File: config.mk
export PLATFORM = sky130hd
export DESIGN_NAME = mpc_input_driver
export DESIGN_NICKNAME = d
export VERILOG_FILES = /design/src/rtl/mpc_input_driver.sv
export SDC_FILE = /design/constraint.sdc
export NUM_CORES = 1
export LEC_CHECK = 0
export BUFFER_PORTS_ARGS = -buffer_cell sky130_fd_sc_hd__buf_2
export CAP_MARGIN = 5
export CORE_MARGIN = 1
export CORE_UTILIZATION = 30
export CTS_CLUSTER_SIZE = 10
export DETAILED_ROUTE_END_ITERATION = 10
export SETUP_SLACK_MARGIN = 0.2
export SYNTH_ARGS = -nofsm -noshare
export SYNTH_HDL_FRONTEND = slang
export SYNTH_SLANG_ARGS = --single-unit
File: constraint.sdc
create_clock -name clk -period 2.25 [get_ports clk]
set_clock_uncertainty 0.15 [all_clocks]
set_input_delay 0.45 -clock clk [delete_from_list [all_inputs] [get_ports clk]]
set_output_delay 0.45 -clock clk [all_outputs]
set_load 0.05 [all_outputs]
File: src/rtl/mpc_input_driver.sv
// ---------------------------------------------------------------------------
// mpc_input_driver
//
// Feeds the two parties' input words to a garbled-circuit / MPC evaluator one
// input wire at a time. Then it waits for the single-bit circuit output, with
// a bounded timeout, and hands the result to the host.
//
// Wire order: x[0..WIDTH-1] on wires 0..WIDTH-1, then y[0..WIDTH-1] on wires
// WIDTH..2*WIDTH-1. The shift register holds {y, x} and is shifted right on
// each accepted bit, so bit 0 is always the wire being presented.
//
// Ports
//   clk          in   1       sole clock, rising edge
//   rst_n        in   1       synchronous active-low reset
//   req_valid    in   1       request (party words) present
//   req_ready    out  1       driver can accept a request (IDLE)
//   req_x        in   WIDTH   party-A word, circuit input x
//   req_y        in   WIDTH   party-B word, circuit input y
//   bit_valid    out  1       input-wire bit presented to evaluator
//   bit_ready    in   1       evaluator accepts bit
//   bit_data     out  1       input-wire value
//   bit_wire     out  WIRE_W  input-wire index
//   bit_last     out  1       final input wire of the request
//   res_valid    in   1       evaluator result strobe (single cycle)
//   res_data     in   1       evaluator circuit output bit
//   out_valid    out  1       result available to host
//   out_ready    in   1       host accepts result
//   out_result   out  1       circuit output (0 on timeout)
//   out_timeout  out  1       result was produced by timeout
//   busy         out  1       state other than IDLE
//
// States
//   state | meaning
//   IDLE  | ready for a new request
//   SEND  | presenting input-wire bits to the evaluator
//   WAIT  | all bits sent, waiting for res_valid or timeout
//   RESP  | holding the result until the host takes it
// ---------------------------------------------------------------------------
module mpc_input_driver #(
    parameter int WIDTH   = 32,
    parameter int TIMEOUT = 1024,
    localparam int WIRE_W = $clog2(2 * WIDTH + 1)
) (
    input  logic              clk,
    input  logic              rst_n,
    input  logic              req_valid,
    output logic              req_ready,
    input  logic [WIDTH-1:0]  req_x,
    input  logic [WIDTH-1:0]  req_y,
    output logic              bit_valid,
    input  logic              bit_ready,
    output logic              bit_data,
    output logic [WIRE_W-1:0] bit_wire,
    output logic              bit_last,
    input  logic              res_valid,
    input  logic              res_data,
    output logic              out_valid,
    input  logic              out_ready,
    output logic              out_result,
    output logic              out_timeout,
    output logic              busy
);

    localparam int SR_W  = 2 * WIDTH;
    localparam int TMR_W = $clog2(TIMEOUT + 1);

    localparam logic [WIRE_W-1:0] LAST_WIRE = WIRE_W'(SR_W - 1);
    localparam logic [TMR_W-1:0]  TMR_LAST  = TMR_W'(TIMEOUT - 1);

    typedef enum logic [1:0] {
        ST_IDLE = 2'd0,
        ST_SEND = 2'd1,
        ST_WAIT = 2'd2,
        ST_RESP = 2'd3
    } state_t;

    state_t            state_q,   state_d;
    logic [SR_W-1:0]   shift_q,   shift_d;
    logic [WIRE_W-1:0] cnt_q,     cnt_d;
    logic [TMR_W-1:0]  tmr_q,     tmr_d;
    logic              result_q,  result_d;
    logic              timeout_q, timeout_d;

    logic in_idle;
    logic in_send;
    logic in_resp;

    // ------------------------------------------------------------------
    // State and datapath registers
    // ------------------------------------------------------------------
    always_ff @(posedge clk) begin
        if (!rst_n) begin
            state_q   <= ST_IDLE;
            shift_q   <= '0;
            cnt_q     <= '0;
            tmr_q     <= '0;
            result_q  <= 1'b0;
            timeout_q <= 1'b0;
        end else begin
            state_q   <= state_d;
            shift_q   <= shift_d;
            cnt_q     <= cnt_d;
            tmr_q     <= tmr_d;
            result_q  <= result_d;
            timeout_q <= timeout_d;
        end
    end

    // ------------------------------------------------------------------
    // Next-state logic
    // ------------------------------------------------------------------
    always_comb begin
        state_d   = state_q;
        shift_d   = shift_q;
        cnt_d     = cnt_q;
        tmr_d     = tmr_q;
        result_d  = result_q;
        timeout_d = timeout_q;

        unique case (state_q)
            ST_IDLE: begin
                if (req_valid) begin
                    shift_d = {req_y, req_x};
                    cnt_d   = '0;
                    state_d = ST_SEND;
                end
            end

            ST_SEND: begin
                if (bit_ready) begin
                    shift_d = shift_q >> 1;
                    // The counter parks on the last wire instead of wrapping.
                    // The next request clears it.
                    if (cnt_q == LAST_WIRE) begin
                        tmr_d   = '0;
                        state_d = ST_WAIT;
                    end else begin
                        cnt_d = cnt_q + WIRE_W'(1);
                    end
                end
            end

            ST_WAIT: begin
                // A result arriving on the expiry cycle still counts as a
                // real result, so res_valid is tested before the timer.
                if (res_valid) begin
                    result_d  = res_data;
                    timeout_d = 1'b0;
                    state_d   = ST_RESP;
                end else if (tmr_q == TMR_LAST) begin
                    result_d  = 1'b0;
                    timeout_d = 1'b1;
                    state_d   = ST_RESP;
                end else begin
                    tmr_d = tmr_q + TMR_W'(1);
                end
            end

            ST_RESP: begin
                if (out_ready) begin
                    state_d = ST_IDLE;
                end
            end

            default: begin
                state_d = ST_IDLE;
            end
        endcase
    end

    // ------------------------------------------------------------------
    // Outputs
    // ------------------------------------------------------------------
    // Handshake outputs are also qualified with rst_n. This keeps them at
    // zero for the whole time reset is asserted, including the part of the
    // first reset cycle before the synchronous reset has taken effect.
    assign in_idle = rst_n && (state_q == ST_IDLE);
    assign in_send = rst_n && (state_q == ST_SEND);
    assign in_resp = rst_n && (state_q == ST_RESP);

    assign req_ready   = in_idle;
    assign bit_valid   = in_send;
    assign bit_data    = in_send && shift_q[0];
    assign bit_wire    = in_send ? cnt_q : '0;
    assign bit_last    = in_send && (cnt_q == LAST_WIRE);
    assign out_valid   = in_resp;
    assign out_result  = result_q;
    assign out_timeout = timeout_q;
    assign busy        = rst_n && (state_q != ST_IDLE);

endmodule

==> metrics.md, run 1 <==
| Metric | Value |
|---|---|
| PD cells | `1330 nW/µm²` |
| Fin. Hold Viols | `0` |
| Initial antenna violation count | `0` |
| TritonCTS clock tree | `built` |
| Cell internal pwr | `5.02 mW` |
| RR Startpoint | `tmr_q[1]` |
| Final period util | `92.6%` |
| Final cell count without fillers | `757` |
| Die Wd | `119 µm` |
| PnR worst setup slack | `0.166 ns` |
| Status | `finished clean` |
| Placed wire-length estimate | `6700 µm` |
| Syn_nets | `529` |
| Hold WS | `0.228 ns` |
| Total congestion overflow | `0` |
| Post-synthesis cell count | `452` |
| Routed via count | `3,746` |
| Number of port buffers | `85` |
| CTS Sinks | `86` |
| Switching Power | `2.95 mW` |
| WL/cell | `14.0 µm` |
| Pins over their slew limit | `0` |
| Reg clk slew, reported paths | `0.06 ns` |
| Worst Hold End | `out_result` |
| WHS Path Cells | `3` |
| Antenna Nets Post-Route | `0` |
| Setup TNS | `0 ns` |
| Number of DRC markers in iteration 0 | `169` |
| H-tree lvl count | `3` |
| Share of the synthesized area in the top cell type | `41.8%` |
| Hold-fix buffers, CTS | `0` |
| Prevailing post-synth register cell | `dfxtp_1` |
| Sw Ratio | `37.1%` |
| Clock latency on the worst-skew pair | `0.34 ns` |
| DP Area | `4970 µm²` |
| Vias in the first global route | `3,587` |
| Comb pwr share | `54.9%` |
| Core Util, Final | `44.9%` |
| Highest-count cells in the layout ignoring fill and taps | `79 x dfxtp_1, 74 x nor2_1, 72 x buf_2, 66 x mux2i_1, 50 x a211oi_1` |
| Sequential fraction of the synthesis area | `41.8%` |
| Worst-Margin Slew | `0.591 ns` |
| Post-place setup slack | `-0.307 ns` |
| Residual DRC count | `0` |
| Relative slew slack | `60.2%` |
| Synth area leader | `dfxtp_1` |
| Layout cells sized above 1 | `38.6%` |
| Initial Util | `31.0%` |
| Crit Path Category | `register to output pin` |
| Post-synth cell types | `49` |
| Drt first pass iters | `4` |
| Power, Total | `7.97 mW` |
| Mapped cell area | `4120 µm²` |
| Tmin final | `2.08 ns` |
| Root Buffer | `clkbuf_16` |
| N_diodes | `0` |
| Leak | `2.38 nW` |
| Tot GR Track Use | `14.8%` |
| CP Launch Type | `register` |
| EDFF count, synth | `0` |
| Synth-to-Final Area Change | `45.0%` |
| FMAX | `0.480 GHz` |
| Worst vdd ir | `0.506 mV` |
| Asr flop ratio synth | `0%` |
| Core area | `13,300 µm²` |
| MaxCap Viol Count | `0` |
| CTS max path bufs | `2` |
| Die area | `14,200 µm²` |
| Global-route wire length before repair | `16,800 µm` |
| R2R depth | `6` |
| Total routed wirelength | `10,600 µm` |
| Data arrival, critical path | `1.48 ns` |
| Nets | `655` |
| Placed cells | `712` |
| Warnings, synthesis | `0` |
| Req. time, crit path | `1.65 ns` |
| Post-route cell area | `5970 µm²` |
| Via density | `4.95` |
| Num CTS Buffers | `9` |
| RSZ-0062 raised after global routing | `yes` |
| RD Place Congestion | `0.806` |
| Worst min path class | `input port to register` |
| Largest cells by area after synthesis | `dfxtp_1 42%, mux2i_1 16%, a211oi_1 12%` |
| Commonest non-fill, non-tap cell in the layout | `dfxtp_1` |
| Avg Cell Area, Syn | `9.11 µm²` |
| Seq cells post-synth | `86` |
| Seq pwr share | `27.5%` |
| CP Capture Type | `output pin` |
| Ports | `86` |
| Clock network power share | `17.6%` |
| Crit path max fanout | `4` |
| Min-Delay Startpoint | `res_data` |
| Final setup vio count | `0` |
| Critical R2R Capture | `state_q[1]` |
| Largest net degree at the start of global routing | `41` |
| Num rows | `42` |
| R2R Setup Slk | `0.22 ns` |
| Die Span Y | `119 µm` |
==> registers in the layout, indices dropped and copies added, names as in the netlist <==
name,flops
cnt_q,7
out_result,1
out_timeout,1
shift_q,64
state_q,2
tmr_q,11
==> cells in the mapped netlist (2+ instances only) <==
master     number
dfxtp_1        86
nor2_1         77
a211oi_1       66
mux2i_1        66
clkbuf_1       24
nand2_1        21
and3_1         12
nand3_1        10
a21oi_1         8
inv_1           8
ha_1            6
o21ai_0         6
buf_1           5
xor2_1          5
buf_2           4
nand4_1         4
nand4b_1        3
o22ai_1         3
a21boi_0        2
and2_1          2
and2b_1         2
buf_6           2
nand2b_1        2
nor4_1          2
o2111ai_1       2
==> final cells by class <==
class | instances | area [µm²]
flip-flops and latches | 86 | 1740
fillers | 1268 | 7320
well taps | 176 | 220
clock buffers | 13 | 270
multi-input cells | 322 | 2460
inverters | 8 | 32.5
clock inverters | 1 | 5.00
repair buffers | 151 | 1250
==> what timing repair did <==
action                                  CTS  global route
pin swaps                                 9            20
resized for setup                        49            56
gates cloned                              1             5
endpoints found under the setup margin   76            90
setup buffers                            12            13
==> cell families (layout without fill, tap and decap cells) <==
family / Yosys count / count (layout) / share of synthesized area, %
xor+xnor: 5 / 5 / 1.06
mux: 66 / 66 / 16.0
buf+inv: 44 / 173 / 4.59
simple gates: 146 / 146 / 16.7
compound gates: 99 / 99 / 18.0
fa+ha+maj: 6 / 6 / 1.82
flops: 86 / 86 / 41.8
==> per-layer routing <==
metal	share of wire, %	vias to the layer above	track usage (%)
li1	-	1901	-
met1	47	1752	18.5
met2	47	78	24.0
met3	4.4	15	3.74
met4	1.7	0	6.25
met5	0	-	0
==> how the worst max path moves through the flow <==
stage | end | cells past startpoint | from
after CTS | bit_last | 5 | cnt_q[1]
after floorplan | shift_q[10] | 7 | state_q[0]
final | bit_last | 7 | state_q[0]
after global placement | tmr_q[5] | 7 | state_q[0]
after global routing | tmr_q[7] | 6 | tmr_q[6]
after detailed placement | tmr_q[5] | 6 | cnt_q[1]
==> power groups by stage <==
| stage | registers [mW] | logic, mW | clock network [mW] |
|---|---|---|---|
| finish | 2.19 | 4.38 | 1.40 |
| global route | 2.25 | 4.75 | 1.51 |
| CTS | 2.19 | 3.49 | 1.44 |
| detailed placement | 2.21 | 3.09 | 0 |
| global placement | 2.19 | 3.01 | 0 |
| floorplan | 2.16 | 2.25 | 0 |
==> worst max-delay path, cell delays in order (launching register included) <==
cell	delay (ns)
dfxtp_2	0.34
buf_6	0.10
ha_4	0.15
inv_2	0.04
buf_6	0.11
nor2_4	0.07
and3_4	0.19
buf_8	0.14
(Power assumes the default switching activity.)
==> inputs of run 2 (changes only) <==
RECOVER_POWER = 50   (was not set)
==> run 2 against run 1 <==
Effect of this change:
- worst setup slack lost 0.045 ns
- sequential power barely moved
- non-clock buffer count is the same
- cell count unchanged
- global-route usage did not move
- die area did not move
- core utilization decreased by 0.59 points
- final area fell by 1.3%
- critical path type unchanged
==> metrics.md, run 2 (same netlist as run 1, synthesis figures left out) <==
| Metric | Value |
|---|---|
| Initial antenna violation count | `0 (unchanged)` |
| Total routed wirelength | `10,600 µm (+0.42%)` |
| Largest net degree at the start of global routing | `41 (unchanged)` |
| Largest regs | `shift_q: 64 flops, tmr_q: 11 flops, cnt_q: 7 flops` |
| Die Span Y | `119 µm (unchanged)` |
| Routed via count | `3,735 (-0.29%)` |
| FMAX | `0.470 GHz (-2.1%)` |
| Clock latency on the worst-skew pair | `0.34 ns (about the same)` |
| CP Launch Type | `register` |
| WL/cell | `14.0 µm (+0.42%)` |
| MaxCap Viol Count | `0 (unchanged)` |
| Placed cells | `712 (unchanged)` |
| Max FFs per register | `64 (unchanged)` |
| Num CTS Buffers | `9 (unchanged)` |
| Residual DRC count | `0 (unchanged)` |
| Crit path max fanout | `12 (+8)` |
| Final cell count without fillers | `757 (unchanged)` |
| Worst Hold End | `out_result` |
| Relative slew slack | `60.4% (+0.18 points)` |
| Power, Total | `7.88 mW (-1.2%)` |
| Critical R2R Capture | `state_q[1]` |
| Commonest non-fill, non-tap cell in the layout | `dfxtp_1` |
| Number of DRC markers in iteration 0 | `168 (-0.59%)` |
| RSZ-0062 raised after global routing | `yes` |
| PD cells | `1340 nW/µm² (+0.13%)` |
| R2R Setup Slk | `0.17 ns (-0.05 ns)` |
| Worst vdd ir | `0.506 mV (about the same)` |
| Crit-path cells | `buf_6 > ha_4 > buf_8 > and3_4 > clkbuf_2` |
| Hold-fix buffers, CTS | `0 (unchanged)` |
| Worst min path class | `input port to register` |
| Tot GR Track Use | `14.8% (unchanged)` |
| TritonCTS clock tree | `built` |
| Leak | `2.34 nW (-1.7%)` |
| Fin. Hold Viols | `0 (unchanged)` |
| Post-route cell area | `5890 µm² (-1.3%)` |
| RR Startpoint | `tmr_q[1]` |
| Pins over their slew limit | `0 (unchanged)` |
| Worst-Margin Slew | `0.588 ns (-0.00270 ns)` |
| Nets | `655 (unchanged)` |
| Crit Path Category | `register to output pin` |
| Status | `finished clean` |
| Num rows | `42 (unchanged)` |
| Largest register by flop count | `shift_q` |
| Global-route wire length before repair | `16,800 µm (unchanged)` |
| DP Area | `4970 µm² (unchanged)` |
| Layout cells sized above 1 | `35.8% (-2.8 points)` |
| CTS max path bufs | `2 (unchanged)` |
| R2R depth | `6 (unchanged)` |
| Hold WS | `0.230 ns (+0.00246 ns)` |
| Slowest cell on crit path | `dfxtp_1` |
| Vias in the first global route | `3,587 (unchanged)` |
| Total congestion overflow | `0 (unchanged)` |
| Via density | `4.93 (-0.29%)` |
| WHS Path Cells | `3 (unchanged)` |
| Number of port buffers | `85 (unchanged)` |
| Tmin final | `2.13 ns (+0.0454 ns)` |
| Ports | `86 (unchanged)` |
| CP Capture Type | `output pin` |
| Core area | `13,300 µm² (unchanged)` |
| N_diodes | `0 (unchanged)` |
| CTS Sinks | `86 (unchanged)` |
| H-tree lvl count | `3 (unchanged)` |
| Highest-count cells in the layout ignoring fill and taps | `80 x dfxtp_1, 74 x nor2_1, 70 x buf_2, 66 x mux2i_1, 54 x a211oi_1` |
| RD Place Congestion | `0.806 (unchanged)` |
| Root Buffer | `clkbuf_16` |
| Reg clk slew, reported paths | `0.06 ns (about the same)` |
| Antenna Nets Post-Route | `0 (unchanged)` |
| Data arrival, critical path | `1.53 ns (+0.05 ns)` |
| Synth-to-Final Area Change | `43.1%` |
| Initial Util | `31.0% (unchanged)` |
| Min-Delay Startpoint | `res_data` |
| Placed wire-length estimate | `6700 µm (unchanged)` |
| CP max stage delay | `0.34 ns (about the same)` |
| Core Util, Final | `44.3% (-0.59 points)` |
| Req. time, crit path | `1.65 ns (about the same)` |
| Final period util | `94.7% (+2.0 points)` |
| Die area | `14,200 µm² (unchanged)` |
| Final setup vio count | `0 (unchanged)` |
| Drt first pass iters | `4 (unchanged)` |
| Die Wd | `119 µm (unchanged)` |
==> run 2: changes by cell type in the layout (fill, tap and decap cells not counted), moves of 2 or more <==
cell      change
buf_8         -2
clkbuf_1      +7
a211oi_2      -4
a211oi_1      +4
clkbuf_2      +2
buf_4         -5
buf_2         -2
==> run 2: worst max path at each step <==
stage	startpoint	to	slack (ns)
finish	state_q[0]	bit_wire[2]	0.12
global route	state_q[0]	shift_q[6]	0.06
CTS	cnt_q[1]	bit_last	0.16
detailed placement	cnt_q[1]	tmr_q[5]	-0.31
global placement	state_q[0]	tmr_q[5]	-0.22
floorplan	state_q[0]	shift_q[10]	0.21
==> run 2: cell type report <==
type | instances | area, µm²
tap | 176 | 220
sequential | 86 | 1740
clock inverter | 1 | 5.00
inverter | 8 | 32.5
clock buffer | 13 | 270
multi-input combinational | 322 | 2420
timing repair buffer | 151 | 1200
fill | 1283 | 7400
==> run 2: worst max-delay path: cells and delay by family, from the launching register on <==
kind	cells	cell delay [ns]
and+or+nand+nor	1	0.17
buffers and inverters	3	0.51
adders and majority gates	1	0.15
DFF	1	0.34
==> run 2: where the power goes <==
part | switching (mW) | total, mW | internal [mW]
Combinational | 2.13 | 4.29 | 2.16
Clock | 0.569 | 1.39 | 0.824
Sequential | 0.222 | 2.19 | 1.97
==> run 2: per-layer routing <==
metal | GRT usage, % | vias to the layer above | share of wire [%]
li1 | - | 1899 | -
met1 | 18.5 | 1746 | 48
met2 | 24.0 | 76 | 46
met3 | 3.74 | 14 | 4.5
met4 | 6.25 | 0 | 1.7
met5 | 0 | - | 0
==> run 2: timing repair <==
| item | 4_1_cts | 5_1_grt |
|---|---|---|
| pin swaps | 9 | 20 |
| resized for setup | 49 | 56 |
| buffers inserted | 12 | 13 |
| setup endpoints to repair | 76 | 90 |
| cloned | 1 | 5 |
==> run 2: metrics by stage <==
step | worst slack (ns) | TNS, ns
2_1_floorplan | 0.206 | 0
3_3_place_gp | -0.219 | -0.925
3_5_place_dp | -0.307 | -1.56
4_1_cts | 0.161 | 0
5_1_grt | 0.0554 | 0
6_report | 0.120 | 0
==> inputs of run 3 (changes only) <==
ABC_AREA = 1   (was not set)
CTS_CLUSTER_SIZE = not set   (was 10)
SETUP_SLACK_MARGIN = not set   (was 0.2)
==> run 3 against run 2 <==
Effect of this change:
- critical path depth up 1
- via count increased by 8.7%
- sequential share of layout area increased by 4.3 points
- power down 24%
- maximum frequency fell by 1.2%
- synthesized cell count rose by 33%
- cell count grew 13%
- sequential power about the same
- area after synthesis up 1.6%
- critical path type unchanged
- largest power group unchanged
==> metrics.md, run 3 <==
| Metric | Value |
|---|---|
| Power, Total | `6.00 mW (-24%)` |
| Largest cells by area after synthesis | `dfxtp_1 41%, nand2_1 17%, a31oi_1 9.4%` |
| Critical R2R Capture | `cnt_q[3]` |
| H-tree lvl count | `3 (unchanged)` |
| Asr flop ratio synth | `0% (unchanged)` |
| Mapped cell area | `4190 µm² (+1.6%)` |
| Fillers | `1,424 (+11%)` |
| WL/cell | `12.2 µm (-13%)` |
| Final setup vio count | `0 (unchanged)` |
| Largest net degree at the start of global routing | `68 (+66%)` |
| Root Buffer | `clkbuf_16` |
| Final period util | `95.8% (+1.1 points)` |
| Via density | `4.77 (-3.4%)` |
| Most instantiated library cell after synthesis | `nand2_1` |
| Residual DRC count | `0 (unchanged)` |
| Synth area leader | `dfxtp_1` |
| Final cell count without fillers | `852 (+13%)` |
| Worst Hold End | `out_timeout` |
| Seq cells post-synth | `86 (unchanged)` |
| Synth cell count leaders | `195 x nand2_1, 86 x dfxtp_1, 63 x a31oi_1` |
| Max FFs per register | `64 (unchanged)` |
| Avg Cell Area, Syn | `6.97 µm² (-24%)` |
| Mux share of post-synthesis cell area | `0% (-16 points)` |
| EDFF count, synth | `0 (unchanged)` |
| Status | `finished clean` |
| Relative slew slack | `56.9% (-3.5 points)` |
| CP Capture Type | `output pin` |
| Number of port buffers | `85 (unchanged)` |
| Placed cells | `834 (+17%)` |
| Die Span Y | `120 µm (+0.80%)` |
| Prevailing post-synth register cell | `dfxtp_1` |
| CP Launch Type | `register` |
| WHS Path Cells | `2 (-1)` |
| RD Place Congestion | `0.829 (+2.9%)` |
| Tmin final | `2.16 ns (+0.0257 ns)` |
| Core area | `13,400 µm² (+0.79%)` |
| Pins over their slew limit | `0 (unchanged)` |
| Routed via count | `4,061 (+8.7%)` |
| Fin. Hold Viols | `0 (unchanged)` |
| Total routed wirelength | `10,400 µm (-2.6%)` |
| Layout cells sized above 1 | `19.8% (-16 points)` |
| Core Util, Final | `38.1% (-6.2 points)` |
| Initial antenna violation count | `0 (unchanged)` |
| Adder-cell share of the synthesized area | `1.79% (-0.029 points)` |
| Leak | `2.14 nW (-8.7%)` |
| TritonCTS clock tree | `built` |
| Simple-gate share of the synthesized area | `27.4% (+11 points)` |
| Crit path max fanout | `5 (-7)` |
| Data arrival, critical path | `1.56 ns (+0.03 ns)` |
| Crit Path Category | `register to output pin` |
| Syn_nets | `678 (+28%)` |
| Highest-count cells in the layout ignoring fill and taps | `194 x nand2_1, 84 x dfxtp_1, 72 x buf_2, 63 x a31oi_1, 41 x o21ai_0` |
| Num rows | `42 (unchanged)` |
| Vias in the first global route | `3,654 (+1.9%)` |
| Die Wd | `120 µm (+0.80%)` |
| Post-synthesis cell count | `601 (+33%)` |
| Req. time, crit path | `1.65 ns (about the same)` |
| Number of DRC markers in iteration 0 | `260 (+55%)` |
| RR Startpoint | `state_q[0]` |
| Worst vdd ir | `0.633 mV (+25%)` |
| Die area | `14,400 µm² (+1.6%)` |
| Antenna Nets Post-Route | `0 (unchanged)` |
| FMAX | `0.464 GHz (-1.2%)` |
| Worst-Margin Slew | `0.647 ns (+0.0582 ns)` |
| CTS max path bufs | `2 (unchanged)` |
| Largest regs | `shift_q: 64 flops, tmr_q: 11 flops, cnt_q: 7 flops` |
| Ports | `86 (unchanged)` |
| CTS Sinks | `86 (unchanged)` |
| Synth Area in Compound Gates | `20.8% (+2.8 points)` |
| Nets | `748 (+14%)` |
| PD cells | `1170 nW/µm² (-12%)` |
| Placed wire-length estimate | `7050 µm (+5.1%)` |
| Largest register by flop count | `shift_q` |
| Tot GR Track Use | `15.0% (+0.17 points)` |
| Worst min path class | `input port to register` |
| Combinational family with the most area after synthesis | `simple AND/OR/NAND/NOR gates` |
| R2R depth | `9 (+3)` |
| Reg clk slew, reported paths | `0.06 ns (about the same)` |
| R2R Setup Slk | `0.22 ns (+0.05 ns)` |
| N_diodes | `0 (unchanged)` |
| Drt first pass iters | `4 (unchanged)` |
| Min-Delay Startpoint | `res_valid` |
| Total congestion overflow | `0 (unchanged)` |
| Warnings, synthesis | `0 (unchanged)` |
| MaxCap Viol Count | `0 (unchanged)` |
| Num CTS Buffers | `9 (unchanged)` |
| Xor-xnor portion of the synthesized cell area | `0% (-1.1 points)` |
| Post-synth cell types | `29 (-41%)` |
| Hold WS | `0.196 ns (-0.0346 ns)` |
| Share of the synthesized area in the top cell type | `41.1% (-0.67 points)` |
| Synth-to-Final Area Change | `22.0%` |
| Clock latency on the worst-skew pair | `0.34 ns (about the same)` |
| Global-route wire length before repair | `17,300 µm (+3.2%)` |
| Commonest non-fill, non-tap cell in the layout | `nand2_1` |
| Initial Util | `31.2% (+0.26 points)` |
| Sequential fraction of the synthesis area | `41.1% (-0.67 points)` |
run 3: changes by cell type in the layout (fill, tap and decap cells not counted), sizes merged, moves of 5 or more:
cell,change
and3,-12
mux2i,-66
nand3,+8
nand2,+176
a31oi,+62
buf,-42
xor2,-5
o21ai,+68
inv,+31
a21oi,+10
a211oi,-66
clkbuf,-10
nor2,-29
run 3: cell families after synthesis:
kind of cell / after synthesis
and+or+nand+nor: 275
buffers and inverters: 79
DFF: 86
adders and majority gates: 6
AOI/OAI and AO/OA: 155
run 3: report_power, final:
part,switching (mW),internal [mW]
Combinational,1.52,0.780
Clock,0.593,0.920
Sequential,0.216,1.97
run 3: what timing repair did:
action                                  CTS  global route
endpoints found under the hold margin     0             0
endpoints found under the setup margin   10            11
hold buffers                              0             0
setup buffers                             0             2
gates resized for setup                  13            12
run 3: cell type report:
class	instances	area [µm²]	area share (%)
clock buffer	13	260	5.10
timing repair buffer	99	601	11.8
clock inverter	3	42.5	0.833
tap	176	220	4.31
inverter	39	146	2.87
multi-input combinational	436	2110	41.4
sequential	86	1720	33.8
run 3: worst max-delay path, stage by stage (launching register included):
cell	delay, ns
dfxtp_2	0.37
ha_2	0.21
inv_1	0.06
nor2_2	0.16
nand2_2	0.13
nor2_2	0.10
buf_4	0.20
run 3: worst max path at each step:
stage	cells after the start	startpoint	endpoint	slack [ns]
2_1_floorplan	7	state_q[1]	bit_data	-0.12
3_3_place_gp	6	state_q[1]	bit_wire[1]	0.18
3_5_place_dp	6	state_q[1]	bit_wire[5]	0.12
4_1_cts	6	cnt_q[0]	bit_last	0.01
5_1_grt	8	state_q[0]	shift_q[1]	-0.006
6_report	6	cnt_q[0]	bit_last	0.09
run 3: metal layers:
metal / GRT usage (%) / routed length, µm / vias to the layer above
met5: 0 / 0 / -
met3: 3.80 / 497 / 9
met1: 20.1 / 5160 / 1825
met2: 23.1 / 4600 / 81
met4: 5.23 / 98 / 0
li1: - / - / 2146
run 3: stage by stage:
step	worst slack, ns	area, µm²	TNS, ns
floorplan	-0.120	4190	-0.956
global placement	0.175	4720	0
detailed placement	0.118	4720	0
CTS	0.0147	5070	0
global route	-0.00580	5110	-0.00580
finish	0.0946	5110	0
